$ cat config.mk
export PLATFORM = sky130hd
export DESIGN_NAME = pkt_noc_packetizer
export DESIGN_NICKNAME = d
export VERILOG_FILES = /design/src/rtl/pkt_noc_packetizer.sv
export SDC_FILE = /design/constraint.sdc
export NUM_CORES = 2
export LEC_CHECK = 0
export ABC_AREA = 1
export BUFFER_PORTS_ARGS = -buffer_cell sky130_fd_sc_hd__buf_2
export CAP_MARGIN = 20
export CORE_AREA = 2 2 451 453
export CTS_BUF_LIST = sky130_fd_sc_hd__clkbuf_16
export DETAILED_ROUTE_END_ITERATION = 8
export DIE_AREA = 0 0 453 455
export PLACE_DENSITY = 0.56
export SLEW_MARGIN = 20
export SYNTH_ARGS = -nofsm -noshare
export SYNTH_HDL_FRONTEND = slang
export SYNTH_HIERARCHICAL = 1
export SYNTH_SLANG_ARGS = --single-unit
$ cat constraint.sdc
create_clock -name clk -period 2.05 [get_ports clk]
set_input_delay 0.3075 -clock clk [delete_from_list [all_inputs] [get_ports clk]]
set_output_delay 0.3075 -clock clk [all_outputs]
set_load 0.1 [all_outputs]
$ cat src/rtl/pkt_noc_packetizer.sv
// pkt_noc_packetizer
//   Maps each accepted 512-bit streaming beat to one 600-bit NoC flit made of
//   four 150-bit slots: {valid, sop, eop, sideband[18:0], data[127:0]}.
//   The head slot carries dest/vc/type routing, and the eop slot carries the
//   count of unused bytes. A 2-entry output FIFO decouples the NoC
//   backpressure from the input side.
// Ports
//   clk, reset (async, active low)
//   i_data_in/i_valid_in/i_sop_in/i_eop_in/i_empty_in/i_ddr_in  : beat input
//   i_ready_out                                                : beat accept
//   o_data_out/o_valid_out/o_ready_in                          : flit output
//   o_pkt_cnt/o_err_cnt                                        : saturating stats

// One 150-bit slot of the flit. The slot is valid when it lies in the top
// n_valid slots. The lowest valid slot takes eop on an eop beat.
module pkt_noc_packetizer_slot #(
  parameter int SLOT_IDX = 0,
  parameter int SLOT_W   = 150,
  parameter int LANE_W   = 128
) (
  input  logic [2:0]               n_valid,
  input  logic                     eop_beat,
  input  logic                     head,
  input  logic [SLOT_W-LANE_W-4:0] hdr_sb,
  input  logic [3:0]               unused,
  input  logic [LANE_W-1:0]        data,
  output logic [SLOT_W-1:0]        slot
);
  localparam int SB_W = SLOT_W - LANE_W - 3;
  localparam logic [3:0] IDX = 4'(SLOT_IDX);

  logic            is_valid, is_low, is_head, is_eop;
  logic [SB_W-1:0] sb;

  always_comb begin
    // Slot k is valid when k >= 4 - n, and it is the lowest valid slot when k == 4 - n.
    is_valid = (IDX + {1'b0, n_valid}) >= 4'd4;
    is_low   = (IDX + {1'b0, n_valid}) == 4'd4;
    is_head  = head && (SLOT_IDX == 3);
    is_eop   = eop_beat && is_low;
    sb       = '0;
    if (is_head) sb = hdr_sb;
    // The head fields sit in the upper sideband bits, so they never overlap the unused count.
    if (is_eop)  sb[3:0] = unused;
    slot = is_valid ? {1'b1, is_head, is_eop, sb, data} : '0;
  end
endmodule

module pkt_noc_packetizer #(
  parameter int DATA_WIDTH = 512,
  parameter int NOC_WIDTH  = 600,
  parameter int NUM_VC     = 2,
  parameter int NOC_RADIX  = 16,
  parameter int IPV4_DEST  = 4,
  parameter int DDR_DEST   = 12,
  parameter int VC_ID      = 0
) (
  input  logic                  clk,
  input  logic                  reset,
  input  logic [DATA_WIDTH-1:0] i_data_in,
  input  logic                  i_valid_in,
  input  logic                  i_sop_in,
  input  logic                  i_eop_in,
  input  logic [5:0]            i_empty_in,
  input  logic                  i_ddr_in,
  output logic                  i_ready_out,
  output logic [NOC_WIDTH-1:0]  o_data_out,
  output logic                  o_valid_out,
  input  logic                  o_ready_in,
  output logic [15:0]           o_pkt_cnt,
  output logic [15:0]           o_err_cnt
);
  localparam int SLOT_W = NOC_WIDTH / 4;
  localparam int LANE_W = DATA_WIDTH / 4;
  localparam int SB_W   = SLOT_W - LANE_W - 3;
  localparam int DEST_W = $clog2(NOC_RADIX);
  localparam int VC_W   = $clog2(NUM_VC);
  localparam int PAD_W  = SB_W - DEST_W - VC_W - 2;
  localparam logic [DEST_W-1:0] DDR_D  = DEST_W'(DDR_DEST);
  localparam logic [DEST_W-1:0] IPV4_D = DEST_W'(IPV4_DEST);
  localparam logic [VC_W-1:0]   VC_B   = VC_W'(VC_ID);

  typedef enum logic {IDLE, BODY} state_e;

  state_e                     state_q, state_d;
  logic [1:0][NOC_WIDTH-1:0]  mem_q, mem_d;
  logic                       wr_ptr_q, wr_ptr_d, rd_ptr_q, rd_ptr_d;
  logic [1:0]                 cnt_q, cnt_d;
  logic                       rdy_en_q;
  logic [15:0]                pkt_cnt_q, pkt_cnt_d, err_cnt_q, err_cnt_d;

  logic                       accept, emit, err_inc, pop, out_eop;
  logic [5:0]                 eff_empty;
  logic [2:0]                 n_valid;
  logic [3:0]                 unused;
  logic [SB_W-1:0]            hdr_sb;
  logic [NOC_WIDTH-1:0]       flit;

  // The ready signal stays low in reset and rises on the first edge after reset is released.
  assign i_ready_out = rdy_en_q && (cnt_q != 2'd2);
  assign accept      = i_valid_in && i_ready_out;
  assign o_valid_out = (cnt_q != 2'd0);
  assign o_data_out  = o_valid_out ? mem_q[rd_ptr_q] : '0;
  assign pop         = o_valid_out && o_ready_in;
  assign o_pkt_cnt   = pkt_cnt_q;
  assign o_err_cnt   = err_cnt_q;

  // ceil((64-e)/16) == 4 - e[5:4], and the unused bytes in the last slot equal e mod 16.
  assign eff_empty = i_eop_in ? i_empty_in : 6'd0;
  assign n_valid   = 3'd4 - {1'b0, eff_empty[5:4]};
  assign unused    = eff_empty[3:0];
  assign hdr_sb    = {i_ddr_in ? DDR_D : IPV4_D, VC_B,
                      i_ddr_in ? 2'b01 : 2'b00, {PAD_W{1'b0}}};

  for (genvar k = 0; k < 4; k++) begin : g_slot
    pkt_noc_packetizer_slot #(
      .SLOT_IDX (k),
      .SLOT_W   (SLOT_W),
      .LANE_W   (LANE_W)
    ) u_slot (
      .n_valid  (n_valid),
      .eop_beat (i_eop_in),
      .head     (i_sop_in),
      .hdr_sb   (hdr_sb),
      .unused   (unused),
      .data     (i_data_in[k*LANE_W +: LANE_W]),
      .slot     (flit[k*SLOT_W +: SLOT_W])
    );
  end

  // A sop beat always opens a new packet. In BODY it also abandons the old one.
  // A non-sop beat outside a packet is accepted and then dropped.
  always_comb begin
    state_d = state_q;
    emit    = 1'b0;
    err_inc = 1'b0;
    if (accept) begin
      if (i_sop_in) begin
        emit    = 1'b1;
        err_inc = (state_q == BODY);
        state_d = i_eop_in ? IDLE : BODY;
      end else if (state_q == BODY) begin
        emit = 1'b1;
        if (i_eop_in) state_d = IDLE;
      end else begin
        err_inc = 1'b1;
      end
    end
  end

  always_comb begin
    out_eop = 1'b0;
    for (int k = 0; k < 4; k++) out_eop = out_eop | o_data_out[k*SLOT_W + SLOT_W - 3];
  end

  // The FIFO has two entries. A write never targets the entry being presented,
  // so o_data_out holds steady while the output is stalled.
  always_comb begin
    mem_d = mem_q;
    if (emit) mem_d[wr_ptr_q] = flit;
    wr_ptr_d  = wr_ptr_q ^ emit;
    rd_ptr_d  = rd_ptr_q ^ pop;
    cnt_d     = cnt_q + {1'b0, emit} - {1'b0, pop};
    pkt_cnt_d = pkt_cnt_q;
    if (pop && out_eop && (pkt_cnt_q != 16'hFFFF)) pkt_cnt_d = pkt_cnt_q + 16'd1;
    err_cnt_d = err_cnt_q;
    if (err_inc && (err_cnt_q != 16'hFFFF)) err_cnt_d = err_cnt_q + 16'd1;
  end

  always_ff @(posedge clk or negedge reset) begin
    if (!reset) begin
      state_q   <= IDLE;
      mem_q     <= '0;
      wr_ptr_q  <= 1'b0;
      rd_ptr_q  <= 1'b0;
      cnt_q     <= 2'd0;
      rdy_en_q  <= 1'b0;
      pkt_cnt_q <= 16'd0;
      err_cnt_q <= 16'd0;
    end else begin
      state_q   <= state_d;
      mem_q     <= mem_d;
      wr_ptr_q  <= wr_ptr_d;
      rd_ptr_q  <= rd_ptr_d;
      cnt_q     <= cnt_d;
      rdy_en_q  <= 1'b1;
      pkt_cnt_q <= pkt_cnt_d;
      err_cnt_q <= err_cnt_d;
    end
  end
endmodule

Word level (Yosys, flattened, before mapping) --
Index checks and enable logic that the tools add are counted.
Storage, ports and cells: register bits after elaboration 1238, output and inout port bits 634, bits of input ports 525, word-level logic and storage cells 75
Cells by class: add/sub/neg operators 8, muxes and demuxes 27, bitwise logic cells 5, $lt $le $gt $ge 7, reductions and logical operators 12, equality and inequality tests 7
Operator list (count):
- 2-to-1 mux 600 bit | 4
- bitwise mux 1200 bit | 1
- demux 600 bit (select 1 bit) | 1
- 2-to-1 mux 150 bit | 4
- adder 16 x 1 -> 16 bit, second input constant | 2
- != test 16 bit, second input constant | 2
- 2-to-1 mux 4 bit | 5
- 2-to-1 mux 19 bit | 1
- equality test 4 x 3 -> 1 bit, second input constant | 3
- greater-or-equal comparator 4 x 3 -> 1 bit, second input constant | 3
- logical AND 1 bit | 11
- 2-to-1 mux 1 bit | 10
- adder 2 x 3 -> 4 bit, first input constant | 2
- 2-to-1 mux 6 bit | 1
- adder 1 x 3 -> 4 bit, first input constant | 1
- < comparator 1 x 2 -> 1 bit, second input constant | 2
- equality test 3 bit, second input constant | 1
- greater-or-equal comparator 3 bit, second input constant | 1
- OR 1 bit | 3
- subtractor 3 x 2 -> 3 bit, first input constant | 1
- adder 2 x 1 -> 2 bit | 1
- != test 2 bit, second input constant | 1
- nonzero test 2 bit | 1
- subtractor 2 x 1 -> 2 bit | 1
- 2 further kinds | 3

Logic depth before layout (Yosys ltp) --
depth in word-level cells 8, gate-level depth with buffers 12, mapped depth without buffers 10

Cells and area by module --
Netlist, hierarchy kept.
By module, submodules not included:
- pkt_noc_packetizer | cells each 5543, instances 1, seq. area each 30979.7 um^2, area each 54598.6 um^2
- pkt_noc_packetizer_slot at g_slot[3].u_slot | cells each 341, instances 1, seq. area each 0.0 um^2, area each 1372.6 um^2
- pkt_noc_packetizer_slot at g_slot[2].u_slot | cells each 304, instances 1, seq. area each 0.0 um^2, area each 1321.3 um^2
- pkt_noc_packetizer_slot at g_slot[1].u_slot | cells each 187, instances 1, seq. area each 0.0 um^2, area each 1311.3 um^2
- pkt_noc_packetizer_slot at g_slot[0].u_slot | cells each 302, instances 1, seq. area each 0.0 um^2, area each 1298.7 um^2

Least setup slack after synthesis --
Ideal clock, no wire load.
path type register -> register, from register cnt_q[1], to register mem_q[452] in the netlist's numbering, library setup time 125 ps, stages on the path, launching flop included 9, data required time 1925 ps, period minus slack after synthesis 3572 ps, path buffers 3, slack -1522 ps, data arrival time 3448 ps, path through dfrtp_1 a21boi_1 nand2_1 nor2_1 ha_1 buf_2 clkbuf_1 buf_2 mux2_2
On the way: word-level cells in the longest chain between the ends 4
Ends and longest elaborated chain:
- start, declared | RTL line 88 | logic [1:0] cnt_q, cnt_d;
- start signal, assigned | RTL line 185 | cnt_q <= cnt_d;
- != test 2 bit | RTL line 100 | assign i_ready_out = rdy_en_q && (cnt_q != 2'd2);
- logical AND 1 bit | RTL line 100
- via i_ready_out | RTL line 66 | output logic i_ready_out,
- logical AND 1 bit | RTL line 101 | assign accept = i_valid_in && i_ready_out;
- 2-to-1 mux 1 bit | RTL line 137 | if (accept) begin
- end signal, assigned | RTL line 182 | mem_q <= mem_d;
- end, declared | RTL line 86 | logic [1:0][NOC_WIDTH-1:0] mem_q, mem_d;
The timed path passes the listed nets, and every way through them passes these cells. A chain may end at the register's enable or synchronous reset.

Worst setup path after layout --
from register rd_ptr_q, to output o_data_out[236]
On the way: word-level cells in the longest chain between the ends 3
Ends and longest elaborated chain:
- start, declared | RTL line 87 | logic wr_ptr_q, wr_ptr_d, rd_ptr_q, rd_ptr_d;
- start signal, assigned | RTL line 184 | rd_ptr_q <= rd_ptr_d;
- 2-to-1 mux 600 bit (implied by the code) (2 in series) | RTL line 103 | assign o_data_out = o_valid_out ? mem_q[rd_ptr_q] : '0;
- 2-to-1 mux 600 bit | RTL line 103
- end, declared | RTL line 67 | output logic [NOC_WIDTH-1:0] o_data_out,
Every way passes these cells. The select of a mux whose other input is x is not followed.

==> key figures <==
Status
  – Result of the run: finished, violations left
  – Violated checks: setup timing

Run
  – Max-cap check violation count: 0

Route
  – Mean routed wirelength per cell: 20.01 um
  – Remaining DRCs: 0
  – Via count of the routed design: 54630
  – Total wire length after detailed routing: 230200 um
  – First-pass iteration count of the detailed router: 6
  – ANT nets after route: 0
  – DR vias/cell: 4.749
  – Initial DRC Count: 3921

Yosys
  – Count of different cell masters after synthesis: 34
  – Synthesis warning total: 6
  – Part of the Yosys area used for sequential elements: 51.72%
  – Most frequent cell after synthesis: sky130_fd_sc_hd__dfrtp_1
  – Flip-flop and latch count after synthesis: 1238
  – Share of the synthesized area in the top cell type: between 50% and 60%
  – Leading register cell type out of synthesis: sky130_fd_sc_hd__dfrtp_1
  – Largest area contributor in the netlist: sky130_fd_sc_hd__dfrtp_1
  – Number of flops mapped to enable cells by yosys: 0
  – Cells taking the most area after synthesis: sky130_fd_sc_hd__dfrtp_1, sky130_fd_sc_hd__mux2_2, sky130_fd_sc_hd__o21ai_0, sky130_fd_sc_hd__inv_1, sky130_fd_sc_hd__nand2_1
  – Most numerous cell types in the synthesized netlist: sky130_fd_sc_hd__dfrtp_1, sky130_fd_sc_hd__o21ai_0, sky130_fd_sc_hd__inv_1, sky130_fd_sc_hd__nand2_1, sky130_fd_sc_hd__mux2_2
  – Synthesized instance count: 6677
  – Proportion of synthesized flip-flops having asynchronous set or reset: 100.0%
  – Post-synthesis cell area: 59900 um^2
  – Mean cell area of the mapped netlist: 8.971 um^2

GRT
  – Number of antenna violations at the first check in global routing: 7
  – Pin count of the biggest net entering global routing: a little under 80
  – Most used routing layer: met2
  – Tot GR Track Use: 21.09%
  – First-pass GRT wire length: 338600 um
  – Vias in the first global route: 55673
  – Global Route met2 Usage: 33.83%
  – Gr ovfl total: 0
  – Met1 usage: 26.78%
  – GR Layer Usage met3: 4.034%

Die
  – Num ports: 1159
  – Starting density of the core: 29.76%
  – Placement Rows: 165
  – Die Span Y: about 460 um
  – Overall die width: 453 um
  – Standard cell core area: 201300 um^2
  – DIE AREA: between 200000 and 250000 um^2

Setup path
  – Data arrival, critical path: about 2600 ps
  – Worst Path Max Fanout: 36
  – Critical path class: register to output port
  – Register-to-Register Setup Slack: -220 ps
  – Type of element launching the critical path: register
  – Category of the worst setup path capture point: output port
  – Crit path required time: 1740 ps

Timing
  – Highest clock rate: 348.8 MHz
  – Total count of max-transition violations in the final report: 0
  – Tightest Pin Transition: between 600 and 700 ps
  – Final period util: 139.8%
  – Endpoints failing hold: 0
  – Worst Slack Setup Final: -816.7 ps
  – Finish-stage setup viols: 1385
  – Worst-case clock skew: 26.37 ps
  – Max_slew headroom: approximately 60%
  – Setup repair after global routing missed its margin: true
  – Final min period: about 2900 ps

Finish
  – Combined area of the multi-input logic cells: 25330 um^2
  – Area growth, synth to finish: 59.89%
  – Share of layout cells above drive strength 1: between 30% and 40%
  – FILL cells: 18208
  – Sequential cell area: 30980 um^2
  – NumNets Final: 9247
  – Utilization after layout: 47.58%

Clock network
  – Cts bufs inserted: 146
  – CTS tree: built
  – Root buffer cell: sky130_fd_sc_hd__clkbuf_16
  – Clock insertion delay at the later pin of the skew report: approximately 800 ps
  – TritonCTS Sinks: about 1200
  – Clock-pin slew on the worst setup and hold paths: 60 ps
  – Level count of the clock H-tree: 4
  – Number of buffers on the longest clock path: 3

Hold path
  – Worst hold path type: input pin to register

Placed design
  – Final estimated routing congestion in global placement: ~0.9
  – Detail Placement HPWL: 157300 um
  – Buffers added on ports: 1158
worst max-delay path, stage by stage (launching register included):
cell and delay [ps]:
sky130_fd_sc_hd__dfrtp_4 540, sky130_fd_sc_hd__buf_12 180, sky130_fd_sc_hd__bufbuf_16 410, sky130_fd_sc_hd__a21oi_2 320
sky130_fd_sc_hd__buf_12 220
layer usage:
layer	wire length, um	share of wire (%)
met1	93940	41
met2	109300	48
met3	13230	5.7
met4	13670	5.9
met5	0	0
area by class of cell:
class	count	area share [%]
inverters	1054	4.144
repair buffers	2357	28.77
multi-input cells	3916	26.45
well taps	2672	3.491
clock buffers	147	3.841
flip-flops and latches	1238	32.35
clock inverters	115	0.9393
diodes	5	0.01306
flip-flops by register name, indices dropped and copies added (netlist names):
register	flops
cnt_q	2
mem_q	1200
o_err_cnt	16
o_pkt_cnt	16
rd_ptr_q	1
rdy_en_q	1
state_q	1
wr_ptr_q	1
through the flow:
stage               instance area [um^2]  setup WS, ps  setup TNS [ps]  hold WS, ps  cells
floorplan                          63470        -864.0         -856590        11.91   6738
global placement                   84060        -333.3          -68070        224.7  10674
detailed placement                 84060        -374.0          -68410        226.1  10674
CTS                                94700        -833.2         -506480        3.800  11469
global route                       95770        -888.4         -628260        30.03  11502
finish                             95780        -816.7         -465090        63.49  11504
placed cells by master, fill, tap and decap left out, types with 6 or more instances in the layout:
cell type / instances
sky130_fd_sc_hd__nor2_1: 311
sky130_fd_sc_hd__mux2_4: 587
sky130_fd_sc_hd__a21oi_4: 6
sky130_fd_sc_hd__buf_6: 24
sky130_fd_sc_hd__nand4_1: 16
sky130_fd_sc_hd__buf_12: 708
sky130_fd_sc_hd__o21ai_1: 81
sky130_fd_sc_hd__dlygate4sd3_1: 514
sky130_fd_sc_hd__inv_1: 1081
sky130_fd_sc_hd__mux2_2: 15
sky130_fd_sc_hd__dfrtp_1: 1237
sky130_fd_sc_hd__bufinv_16: 9
sky130_fd_sc_hd__clkinv_2: 23
sky130_fd_sc_hd__nand2_1: 903
sky130_fd_sc_hd__o21ai_4: 6
sky130_fd_sc_hd__clkinv_1: 29
sky130_fd_sc_hd__a21boi_1: 54
sky130_fd_sc_hd__xor2_1: 8
sky130_fd_sc_hd__conb_1: 66
sky130_fd_sc_hd__buf_2: 555
sky130_fd_sc_hd__clkbuf_16: 169
sky130_fd_sc_hd__a21oi_2: 144
sky130_fd_sc_hd__nand3_1: 27
sky130_fd_sc_hd__a21boi_0: 74
sky130_fd_sc_hd__buf_4: 502
sky130_fd_sc_hd__buf_16: 27
sky130_fd_sc_hd__o21ai_0: 1112
sky130_fd_sc_hd__a21oi_1: 450
sky130_fd_sc_hd__inv_6: 7
sky130_fd_sc_hd__xnor2_1: 12
sky130_fd_sc_hd__nor3_1: 7
worst paths after layout:
path / startpoint / endpoint / cells after the start
setup / recovery: rd_ptr_q / o_data_out[236] / 4
hold / removal: i_data_in[339] / mem_q[983] / 5
setup reg to reg: cnt_q[0] / cnt_q[1] / 12
hold reg to reg: mem_q[131] / mem_q[131] / 1
max in group asynchronous: reset / mem_q[587] / 3
min in group asynchronous: reset / mem_q[263] / 2
timing repair:
action                                  in CTS  in global routing
endpoints found under the setup margin    1328               1729
cloned                                       8                 27
hold buffers                               514                  0
pin swaps                                    1                  6
setup buffers                               11                  4
hold endpoints to repair                  1874                  0
resized for setup                          184                137
kinds of logic (layout without fill, tap and decap cells):
kind of cell	after synthesis	in the layout	synth area share, %
AO/OA/AOI/OAI	1931	1931	16.70
other	5	71	0.03133
adder cells (fa/ha/maj)	9	9	0.1880
buffers and inverters	1585	3673	11.37
multiplexers	602	602	11.32
AND/OR/NAND/NOR	1287	1288	8.388
XOR/XNOR	20	20	0.2924
flip-flops	1238	1238	51.72
Power is left out: the tool's default activity adds up to more than one toggle a clock period on the data nets, which glitch-free logic cannot reach.
